===== config.mk =====
export PLATFORM = sky130hd
export DESIGN_NAME = period_counter_flat
export DESIGN_NICKNAME = d
export VERILOG_FILES = /design/src/rtl/period_counter_if.sv /design/src/rtl/period_counter.sv /design/src/flat_wrapper.sv
export SDC_FILE = /design/constraint.sdc
export NUM_CORES = 1
export LEC_CHECK = 0
export CORE_MARGIN = 2
export CORE_UTILIZATION = 50
export CTS_BUF_LIST = sky130_fd_sc_hd__clkbuf_8
export DETAILED_ROUTE_END_ITERATION = 6
export GPL_ROUTABILITY_DRIVEN = 0
export PLACE_DENSITY = 0.78
export SLEW_MARGIN = 20
export SYNTH_ARGS = -nofsm -noshare
export SYNTH_HDL_FRONTEND = slang
export SYNTH_SLANG_ARGS = --single-unit

===== constraint.sdc =====
create_clock -name clk -period 2.3 [get_ports clk]
set_clock_uncertainty 0.2 [all_clocks]
set_input_delay 0.345 -clock clk [delete_from_list [all_inputs] [get_ports clk]]
set_output_delay 0.345 -clock clk [all_outputs]
set_load 0.05 [all_outputs]

===== src/rtl/period_counter_if.sv =====
// Control and status bundle between the period counter and its controller.
// cnt is also the live operand handed to the downstream comparator.
interface period_counter_if #(
   parameter int N = 4
);
   logic         start;
   logic         stop;
   logic         mode;
   logic         dir;
   logic [N-1:0] load_val;
   logic [N-1:0] cnt;
   logic         running;
   logic         done;
   logic         tc_pulse;

   modport master (
      output start, stop, mode, dir, load_val,
      input  cnt, running, done, tc_pulse
   );

   modport slave (
      input  start, stop, mode, dir, load_val,
      output cnt, running, done, tc_pulse
   );
endinterface


===== src/rtl/period_counter.sv =====
// Programmable up/down period counter with one-shot or auto-reload operation
// and a terminal-count pulse; all outputs come straight from flops.
module period_counter #(
   parameter int N = 4
) (
   input  logic              clk,
   input  logic              rst_n,
   period_counter_if.slave   bus
);
   typedef enum logic [1:0] {
      IDLE = 2'd0,
      RUN  = 2'd1,
      DONE = 2'd2
   } state_t;

   state_t       state_q, state_d;
   logic [N-1:0] cnt_q, cnt_d;
   logic [N-1:0] period_q, period_d;
   logic         mode_q, mode_d;
   logic         dir_q, dir_d;
   logic         tc_q, tc_d;

   logic [N-1:0] step_v;
   logic [N-1:0] start_v;
   logic [N-1:0] reload_v;
   logic         term_v;
   logic         zero_p;

   assign step_v   = dir_q ? cnt_q - 1'b1 : cnt_q + 1'b1;
   assign term_v   = dir_q ? (step_v == '0) : (step_v == period_q);
   assign start_v  = bus.dir ? bus.load_val : '0;
   assign reload_v = dir_q ? bus.load_val : '0;
   // A zero period is terminal immediately in both directions.
   assign zero_p   = (bus.load_val == '0);

   always_comb begin
      state_d  = state_q;
      cnt_d    = cnt_q;
      period_d = period_q;
      mode_d   = mode_q;
      dir_d    = dir_q;
      tc_d     = 1'b0;
      if (bus.stop) begin
         state_d = IDLE;
      end else begin
         unique case (state_q)
            IDLE, DONE: begin
               if (bus.start) begin
                  mode_d   = bus.mode;
                  dir_d    = bus.dir;
                  period_d = bus.load_val;
                  cnt_d    = start_v;
                  tc_d     = zero_p;
                  state_d  = (zero_p && !bus.mode) ? DONE : RUN;
               end
            end
            RUN: begin
               // Terminal held last cycle: only auto-reload can still be here.
               if (tc_q) begin
                  period_d = bus.load_val;
                  cnt_d    = reload_v;
                  tc_d     = zero_p;
               end else begin
                  cnt_d = step_v;
                  tc_d  = term_v;
                  if (term_v && !mode_q) state_d = DONE;
               end
            end
            default: state_d = IDLE;
         endcase
      end
   end

   always_ff @(posedge clk or negedge rst_n) begin
      if (!rst_n) begin
         state_q  <= IDLE;
         cnt_q    <= '0;
         period_q <= '0;
         mode_q   <= 1'b0;
         dir_q    <= 1'b0;
         tc_q     <= 1'b0;
      end else begin
         state_q  <= state_d;
         cnt_q    <= cnt_d;
         period_q <= period_d;
         mode_q   <= mode_d;
         dir_q    <= dir_d;
         tc_q     <= tc_d;
      end
   end

   assign bus.cnt      = cnt_q;
   assign bus.running  = (state_q == RUN);
   assign bus.done     = (state_q == DONE);
   assign bus.tc_pulse = tc_q;
endmodule


===== src/flat_wrapper.sv =====
// flat-port wrapper written by rule: the top's interface ports become plain ports
module period_counter_flat 
#(
   parameter int N = 4
)
  (clk, rst_n, bus_start, bus_stop, bus_mode, bus_dir, bus_load_val, bus_cnt, bus_running, bus_done, bus_tc_pulse);
  period_counter_if #(.N(N)) bus_i ();
  input  logic clk;
  input  logic rst_n;
  input wire logic [$bits(bus_i.start)-1:0] bus_start;
  input wire logic [$bits(bus_i.stop)-1:0] bus_stop;
  input wire logic [$bits(bus_i.mode)-1:0] bus_mode;
  input wire logic [$bits(bus_i.dir)-1:0] bus_dir;
  input wire logic [$bits(bus_i.load_val)-1:0] bus_load_val;
  output wire logic [$bits(bus_i.cnt)-1:0] bus_cnt;
  output wire logic [$bits(bus_i.running)-1:0] bus_running;
  output wire logic [$bits(bus_i.done)-1:0] bus_done;
  output wire logic [$bits(bus_i.tc_pulse)-1:0] bus_tc_pulse;
  assign bus_i.start = bus_start;
  assign bus_i.stop = bus_stop;
  assign bus_i.mode = bus_mode;
  assign bus_i.dir = bus_dir;
  assign bus_i.load_val = bus_load_val;
  assign bus_cnt = bus_i.cnt;
  assign bus_running = bus_i.running;
  assign bus_done = bus_i.done;
  assign bus_tc_pulse = bus_i.tc_pulse;
  period_counter #(.N(N)) u_core (.clk(clk), .rst_n(rst_n), .bus(bus_i));
endmodule

* Yosys cells after proc, flatten, opt, wreduce, memory -nomap -nowiden
Index checks and enable logic that the tools add are counted.
W data, S select, Z words.
** Operators by class
- $add $sub $neg :: 2
- Reduce and logical (&&, ||, !) cells :: 13
- Equality and inequality tests :: 8
- Bitwise gates (word level) :: 1
- Mux-type cells :: 20
** Operators with widths (number)
- $mux W4 :: 7
- $pmux W4 S2 :: 2
- $mux W2 :: 5
- $reduce_and A3 Y1 :: 3
- $logic_not A4 Y1 :: 2
- $ne A3 B3 Y1 const B :: 2
- $add A4 B1 Y4 const B :: 1
- $eq A4 B4 Y1 :: 1
- $mux W1 :: 4
- $pmux W2 S2 :: 1
- $reduce_and A4 Y1 :: 1
- $sub A4 B1 Y4 const B :: 1
- $ne A3 B2 Y1 const B :: 1
- $eq A2 B1 Y1 const B :: 1
- $eq A2 B2 Y1 const B :: 1
- $logic_and A1 B1 Y1 :: 2
- $logic_not A1 Y1 :: 2
- $logic_not A2 Y1 :: 1
- $ne A2 B1 Y1 const B :: 1
- $ne A2 B2 Y1 const B :: 1
- $pmux W1 S2 :: 1
- $reduce_bool A2 Y1 :: 1
- $reduce_or A2 Y1 :: 1
- $not A1 Y1 :: 1
** Word-level totals
- Flip-flop bits (word level) :: 13
- Logic and storage cells :: 50
- Input port bits :: 10

* Depth between registers and ports, before layout
- Word-level depth :: 9
- Depth in mapped cells :: 6

* Worst setup path before layout
OpenSTA, ideal clock, no wires.
- Path kind :: reg2reg
- Start :: register u_core.cnt_q[2], in the netlist u_core.bus.cnt[2]
- End :: register u_core.state_q[1]
- Cell stages (with the launch flop) :: 7
- Arrival :: 1.977 ns
- Setup slack :: 0.057 ns
- Buffers on the path :: 0
- Clock period less this slack :: 2.243 ns
- Path through :: dfrtp_1 -> ha_1 -> xor3_1 -> nor4_1 -> o21ai_1 -> o211ai_1 -> and3_1
** On the way
- Cells in the longest elaborated chain, start to end :: 7
** RTL lines
- start, declared :: RTL line period_counter.sv:17 : logic [N-1:0] cnt_q, cnt_d;
- start signal, assigned :: RTL line period_counter.sv:84 : cnt_q <= cnt_d;
- $add A4 B1 Y4 or $sub A4 B1 Y4 (tied branches) :: RTL line period_counter.sv:29 : assign step_v = dir_q ? cnt_q - 1'b1 : cnt_q + 1'b1;
- $mux W4 (*) :: RTL line period_counter.sv:29
- $eq A4 B4 Y1 or $logic_not A4 Y1 (tied branches) :: RTL line period_counter.sv:30 : assign term_v = dir_q ? (step_v == '0) : (step_v == period_q);
- $mux W1 (*) :: RTL line period_counter.sv:30
- $logic_and A1 B1 Y1 (*) :: RTL line period_counter.sv:66 : if (term_v && !mode_q) state_d = DONE;
- $ne A3 B2 Y1 (no source line) (*)
- $reduce_and A3 Y1 (no source line) (*)
- end signal, assigned :: RTL line period_counter.sv:83 : state_q <= state_d;
- end, declared :: RTL line period_counter.sv:16 : state_t state_q, state_d;
Mark *: on every way between the ends. The rest lies on a longest branch, timed or not.
A chain may end at the register's enable or synchronous reset.

* Worst setup path in the final report
- Start :: register u_core.dir_q
- End :: register u_core.state_q[1]
** On the way
- Cells in the longest elaborated chain, start to end :: 6
** RTL lines
- start, declared :: RTL line period_counter.sv:20 : logic dir_q, dir_d;
- start signal, assigned :: RTL line period_counter.sv:87 : dir_q <= dir_d;
- $mux W4 :: RTL line period_counter.sv:29
- $eq A4 B4 Y1 or $logic_not A4 Y1 (tied branches) :: RTL line period_counter.sv:30
- $mux W1 (*) :: RTL line period_counter.sv:30
- $logic_and A1 B1 Y1 (*) :: RTL line period_counter.sv:66
- $ne A3 B2 Y1 (no source line) (*)
- $reduce_and A3 Y1 (no source line) (*)
Marked as above.

==> results.cfg <==
[worst_setup_path]
worstPathArrival_ps = 2150
slowest_delay_ps = 540
cell_chain_of_the_critical_path = buf_6, fa_2, xor2_1, nor4_2, o21ai_1, o211ai_1, and3_1
timing.rr.start = u_core.dir_q
crit_required_ps = 2270
worst_r2r_path_depth = 7
r2r_setup_slack_ps = 130
critPathMaxFanout = 4
worst_path_dominant_cell_family = adder cells
regToRegEndpoint = u_core.state_q[1]
setup.worst_path.class = reg -> reg
critPathLaunchType = flop
path_buf_inv = 1
slowest_library_cell_on_the_worst_path = sky130_fd_sc_hd__fa_2
end_kind = flop

[die]
initial_utilization_pct = 54.52
io-pin-count = 17
row_count = 14
coreArea_um2 = 1524
die_h_um = 44.76
dieWidth_um = 44.76
fp.dieArea_um2 = 2003

[global_route]
grt_pass1_vias = 743
grt_first_pass_wirelength_um = 3229
grt_util_all_layers_pct = 22.46
globalRoute.totalOverflow = 0
antenna_found_initial = 0
grt_start_max_net_pins = 14

[final_layout]
finish.cell_count_without_fillers = 122
ff_latch_area_um2 = 326.6
post_route_cells_drive_above_1_share_pct = 16.04
design.final.nets = 121
multiInputGateArea_um2 = 511.7
area_delta_synth_final_pct = 34.94
antenna-diode-count = 0
fillCellCount = 134

[synth]
syn-cell-area_um2 = 830.8
yosysWarningCount = 0
synthCells = 81
ys_seq_area_share_pct = 39.16
synth.top_cell.area_share_pct = 39.16
post-synth-top-area-cell = sky130_fd_sc_hd__dfrtp_1
synth_enable_flop_cells = 0
synth.cells.most_frequent = 13 x sky130_fd_sc_hd__dfrtp_1, 9 x sky130_fd_sc_hd__nor2_1, 8 x sky130_fd_sc_hd__a21oi_1
most_numerous_cell_in_the_yosys_netlist = sky130_fd_sc_hd__dfrtp_1
postSynthNetCount = 95
share_of_synthesized_registers_carrying_an_async_set_or_reset_pct = 100.0
average_footprint_of_a_synthesized_cell_um2 = 10.26
ys_dominant_reg_cell = sky130_fd_sc_hd__dfrtp_1
synth_cell_type_count = 36
post_synth_main_area_contributors = sky130_fd_sc_hd__dfrtp_1 39%, sky130_fd_sc_hd__mux2_1 8.1%, sky130_fd_sc_hd__a21oi_1 4.8%
ff_latch_count_synth = 13

[clocking]
cts-buffers-inserted = 3
clk_transition_reported_paths_ps = 60
tritoncts = done
clk-insertion-delay-late_ps = 240
cts.path.max_buffers = 2
cts-hold-fix-buffers = 0
numClockSinks = 13
cts_root_buf = sky130_fd_sc_hd__clkbuf_8
cts_htree_levels = 1

[placed_design]
post-dp-hpwl_um = 1455
numPlacedInstances = 117
buffer_ports.inserted = 16

[routing]
route.vias.total = 696
detail_route.wl_per_cell_um = 15.70
wl_um = 1915
drc = 0
drt_iter0_drc = 14
vias_per_cell = 5.705
detail-route-antenna-nets = 0
dr.pass1.iters = 4

[min_path]
worst_hold_path_type = in -> async

[timing]
upper_clock_frequency_limit_ghz = 0.4598
worst_slew_margin_rel_pct = 60.10
setup_viol_count_final = 0
smallest_hold_slack_ps = 280.0
finalWorstPathRequiredPeriod_ps = 2175
number_of_pins_exceeding_their_max_slew_limit_in_the_final_report = 0
period_share_pct = 94.56
rsz0062_at_grt = false
worst-slew-pin-transition_ps = 596.7
final-hold-violation-count = 0

[power]
total_switching_power_w = 0.0007002
p_sw_share_pct = 43.41
vdd_drop_max_uv = 1212
power.density_nw_per_um2 = 1439
internal-power_w = 0.0009128
sequentialPowerShare_pct = 24.7
power.combinational.fraction_pct = 63.1
fin_total_pwr_w = 0.001613
clkPwrFrac_pct = 12.2
leakage_nw = 0.4947

[run]
drv.max_cap_violation_count = 0

[run_status]
outcome = complete, no violations
through the flow:
step | utilization (%) | setup slack (ps) | instance area, um^2 | TNS (ps)
floorplan | - | 56.84 | 830.8 | 0
global placement | 68.39 | 85.25 | 1042 | 0
detailed placement | 68.39 | -16.35 | 1042 | -24.51
CTS | 71.76 | 44.90 | 1094 | 0
global route | 73.56 | 5.699 | 1121 | 0
finish | 73.56 | 125.1 | 1121 | 0
metal layers:
metal / part of all wire, % / up-vias / global-route usage (%) / wire [um]
li1: - / 344 / - / -
met1: 46 / 334 / 28.05 / 872
met2: 49 / 14 / 36.81 / 940
met3: 3.4 / 4 / 4.800 / 65
met4: 1.9 / 0 / 10.91 / 36
met5: 0 / - / 0 / 0
state kept, by name, indices dropped and copies added (netlist names):
name,flops
u_core.bus.cnt,4
u_core.bus.tc_pulse,1
u_core.dir_q,1
u_core.mode_q,1
u_core.period_q,4
u_core.state_q,2
cell families (layout without fill, tap and decap cells):
group | count (synthesis) | count (layout) | share of synthesized area, %
AOI/OAI and AO/OA | 23 | 23 | 18.07
xor gates and xnor gates | 7 | 7 | 10.84
buffers and inverters | 4 | 29 | 1.805
adders and majority gates | 4 | 4 | 6.928
muxes | 7 | 7 | 9.337
and+or+nand+nor | 23 | 23 | 13.86
DFF | 13 | 13 | 39.16
what timing repair did:
action                                 CTS  global route
setup endpoints to repair                2             3
buffers inserted                         0             1
pin swaps                                0             1
endpoints found under the hold margin    0             0
resized for setup                        1             4
worst register-to-register path, delay by kind of cell (launching register included):
family | cells | cell delay, ps
AO/OA/AOI/OAI | 2 | 260
AND/OR/NAND/NOR | 2 | 450
flip-flops | 1 | 440
buffers and inverters | 1 | 150
adder cells (fa/ha/maj) | 1 | 540
XOR/XNOR | 1 | 90
cell usage in the layout, fill, tap and decap left out, types with 2 or more instances in the layout:
cell                               n
sky130_fd_sc_hd__o21bai_1          2
sky130_fd_sc_hd__buf_4             6
sky130_fd_sc_hd__o21ai_0           2
sky130_fd_sc_hd__ha_1              2
sky130_fd_sc_hd__xnor2_1           2
sky130_fd_sc_hd__clkdlybuf4s50_1  15
sky130_fd_sc_hd__dfrtp_1          12
sky130_fd_sc_hd__inv_1             2
sky130_fd_sc_hd__xor2_1            3
sky130_fd_sc_hd__and3_1            2
sky130_fd_sc_hd__a22o_1            2
sky130_fd_sc_hd__mux2_1            6
sky130_fd_sc_hd__nand2_1           3
sky130_fd_sc_hd__clkbuf_8          3
sky130_fd_sc_hd__nor2_1            9
sky130_fd_sc_hd__nand2b_1          3
sky130_fd_sc_hd__a21oi_1           8
how the worst max path moves through the flow:
| stage | from | to | slack (ps) | cells past startpoint |
|---|---|---|---|---|
| 2_1_floorplan | u_core.bus.cnt[2] | u_core.state_q[1] | 60 | 6 |
| 3_5_place_dp | u_core.dir_q | u_core.state_q[1] | -20 | 6 |
| 6_report | u_core.dir_q | u_core.state_q[1] | 130 | 7 |
| 4_1_cts | u_core.dir_q | u_core.state_q[1] | 40 | 7 |
| 5_1_grt | u_core.dir_q | u_core.state_q[0] | 6 | 7 |
| 3_3_place_gp | u_core.dir_q | u_core.state_q[0] | 90 | 7 |
final cells by class:
class	instances	share of cell area [%]
clock inverters	1	0.3348
inverters	3	1.004
multi-input cells	64	45.65
clock buffers	3	3.683
well taps	16	1.786
repair buffers	22	18.42
flip-flops and latches	13	29.13
power by group through the flow:
| stage | clock network [W] | registers, W | logic [W] |
|---|---|---|---|
| 2_1_floorplan | 0 | 0.000521 | 0.000529 |
| 3_3_place_gp | 0 | 0.000388 | 0.000905 |
| 3_5_place_dp | 0 | 0.000392 | 0.000926 |
| 4_1_cts | 0.000203 | 0.000389 | 0.000959 |
| 5_1_grt | 0.000213 | 0.000410 | 0.00109 |
| 6_report | 0.000196 | 0.000398 | 0.00102 |
Power figures use the tool's default switching activity.
==> RTL change (same flow settings) <==
Make the reset (`rst_n`) synchronous in one clocked block.
--- a/src/rtl/period_counter.sv
+++ b/src/rtl/period_counter.sv
@@ -71,7 +71,7 @@
       end
    end
 
-   always_ff @(posedge clk or negedge rst_n) begin
+   always_ff @(posedge clk) begin
       if (!rst_n) begin
          state_q  <= IDLE;
          cnt_q    <= '0;
Behaviour: differs if rst_n is asserted again (counterexample within 4 cycles, from zero or initial values and one cycle with rst_n low); with rst_n held inactive, the same outputs for 10 cycles.
==> RTL change against the original RTL <==
- cell area fell by 3.9%
- core utilization fell by 3.7 points
- synthesized cell count rose by 28%
- area after synthesis rose by 2.1%
- hold slack improved by 0.017 ns
- sequential cell count did not move
- wire length rose by 6.1%
- global-route usage rose by 0.91 points
- sequential share of layout area fell by 4.7 points
- setup slack got worse by 0.015 ns
Power is not compared: it rests on default switching activity, and its combinational part moved more than twofold at a synthesized area within 25%.
==> RTL change: results (changes against the original RTL) <==
metric;value;unit;change
outcome;completed;;unchanged
critPathArrivalTime;2.13;ns;was 2.15 ns
dr.first_iter.drc_count;28;;was 14
dpl_cell_area;0.00103;mm2;was 0.00104 mm2
pre_cts_ws;0.0670;ns;was -0.0164 ns
synthCells;104;;was 81
synthTopCellsByCount;13 x dfxtp_1, 12 x a21oi_1, 10 x nand2_1;;was 13 x dfrtp_1, 9 x nor2_1, 8 x a21oi_1
htreeDepth;1;;unchanged
drive_above_1_share;0.114;;was 0.160
grt_util_all_layers;0.234;;was 0.225
grt_max_degree;11;;was 14
numCtsBuffers;3;;unchanged
avgViaCountPerCell;5.97;;was 5.70
cp-startpoint;u_core.bus.cnt[0];;was u_core.dir_q
mappedNetlistNets;118;;was 95
seq_area_frac_synth;0.307;;was 0.392
fillerInstances;141;;was 134
grt_pass1_wl;3400;um;was 3230 um
worst_r2r_endpoint;u_core.state_q[1];;unchanged
slowest_delay;0.62;ns;was 0.54 ns
synthArstFlopShare;0;;was 1.00
wl;2030;um;was 1920 um
place_hpwl;1570;um;was 1460 um
fin_nets;138;;was 121
grt_pass1_vias;759;;was 743
dp.cells;135;;was 117
slowest_stage;fa_1;;was fa_2
cts-root-buf;clkbuf_8;;unchanged
vias;830;;was 696
max_slew_margin;0.669;;was 0.601
==> RTL change: cells by family after synthesis <==
| family | count (synthesis) | synth area share |
|---|---|---|
| and+or+nand+nor | 39 | 0.245 |
| AOI/OAI and AO/OA | 33 | 0.243 |
| DFF | 13 | 0.307 |
| buffers and inverters | 8 | 0.0472 |
| xor gates and xnor gates | 7 | 0.0900 |
| adders and majority gates | 4 | 0.0679 |
==> RTL change: through the flow <==
step                power [mW]  TNS (ns)  hold WS, ns  utilization
floorplan                0.362   -0.0141        0.254            -
global placement         0.413         0        0.279        0.666
detailed placement       0.415         0        0.282        0.666
CTS                      0.621         0        0.293        0.695
global route             0.647         0        0.333        0.699
finish                   0.621         0        0.297        0.699
==> RTL change: worst min-delay path, cell delays in order, from the launching register on <==
cell	delay, ns
dfxtp_1	0.31
o21ai_0	0.07
a21oi_1	0.06
==> RTL change: layer usage <==
metal  vias up  part of all wire  GRT usage
met5         -                 0          0
met4         0             0.014      0.118
met2        31              0.46      0.343
met1       383              0.48      0.336
met3         4             0.050     0.0280
li1        412                 -          -
==> RTL change: area by class of cell <==
| type | count | share of cell area |
|---|---|---|
| repair buffers | 19 | 0.167 |
| inverters | 4 | 0.0139 |
| well taps | 16 | 0.0186 |
| flip-flops and latches | 13 | 0.244 |
| clock buffers | 3 | 0.0383 |
| clock inverters | 1 | 0.00348 |
| multi-input cells | 83 | 0.515 |
==> RTL change: where the power goes <==
group	switching, mW	total (mW)	internal, mW	leakage, nW
combinational	0.0915	0.164	0.0723	0.301
clock	0.0870	0.205	0.118	0.0269
sequential	0.0143	0.252	0.238	0.107
==> RTL change: timing repair <==
action                     CTS  global route
setup endpoints to repair    0             2
resized for setup            0             1
buffers inserted             0             0
hold buffers                 0             0
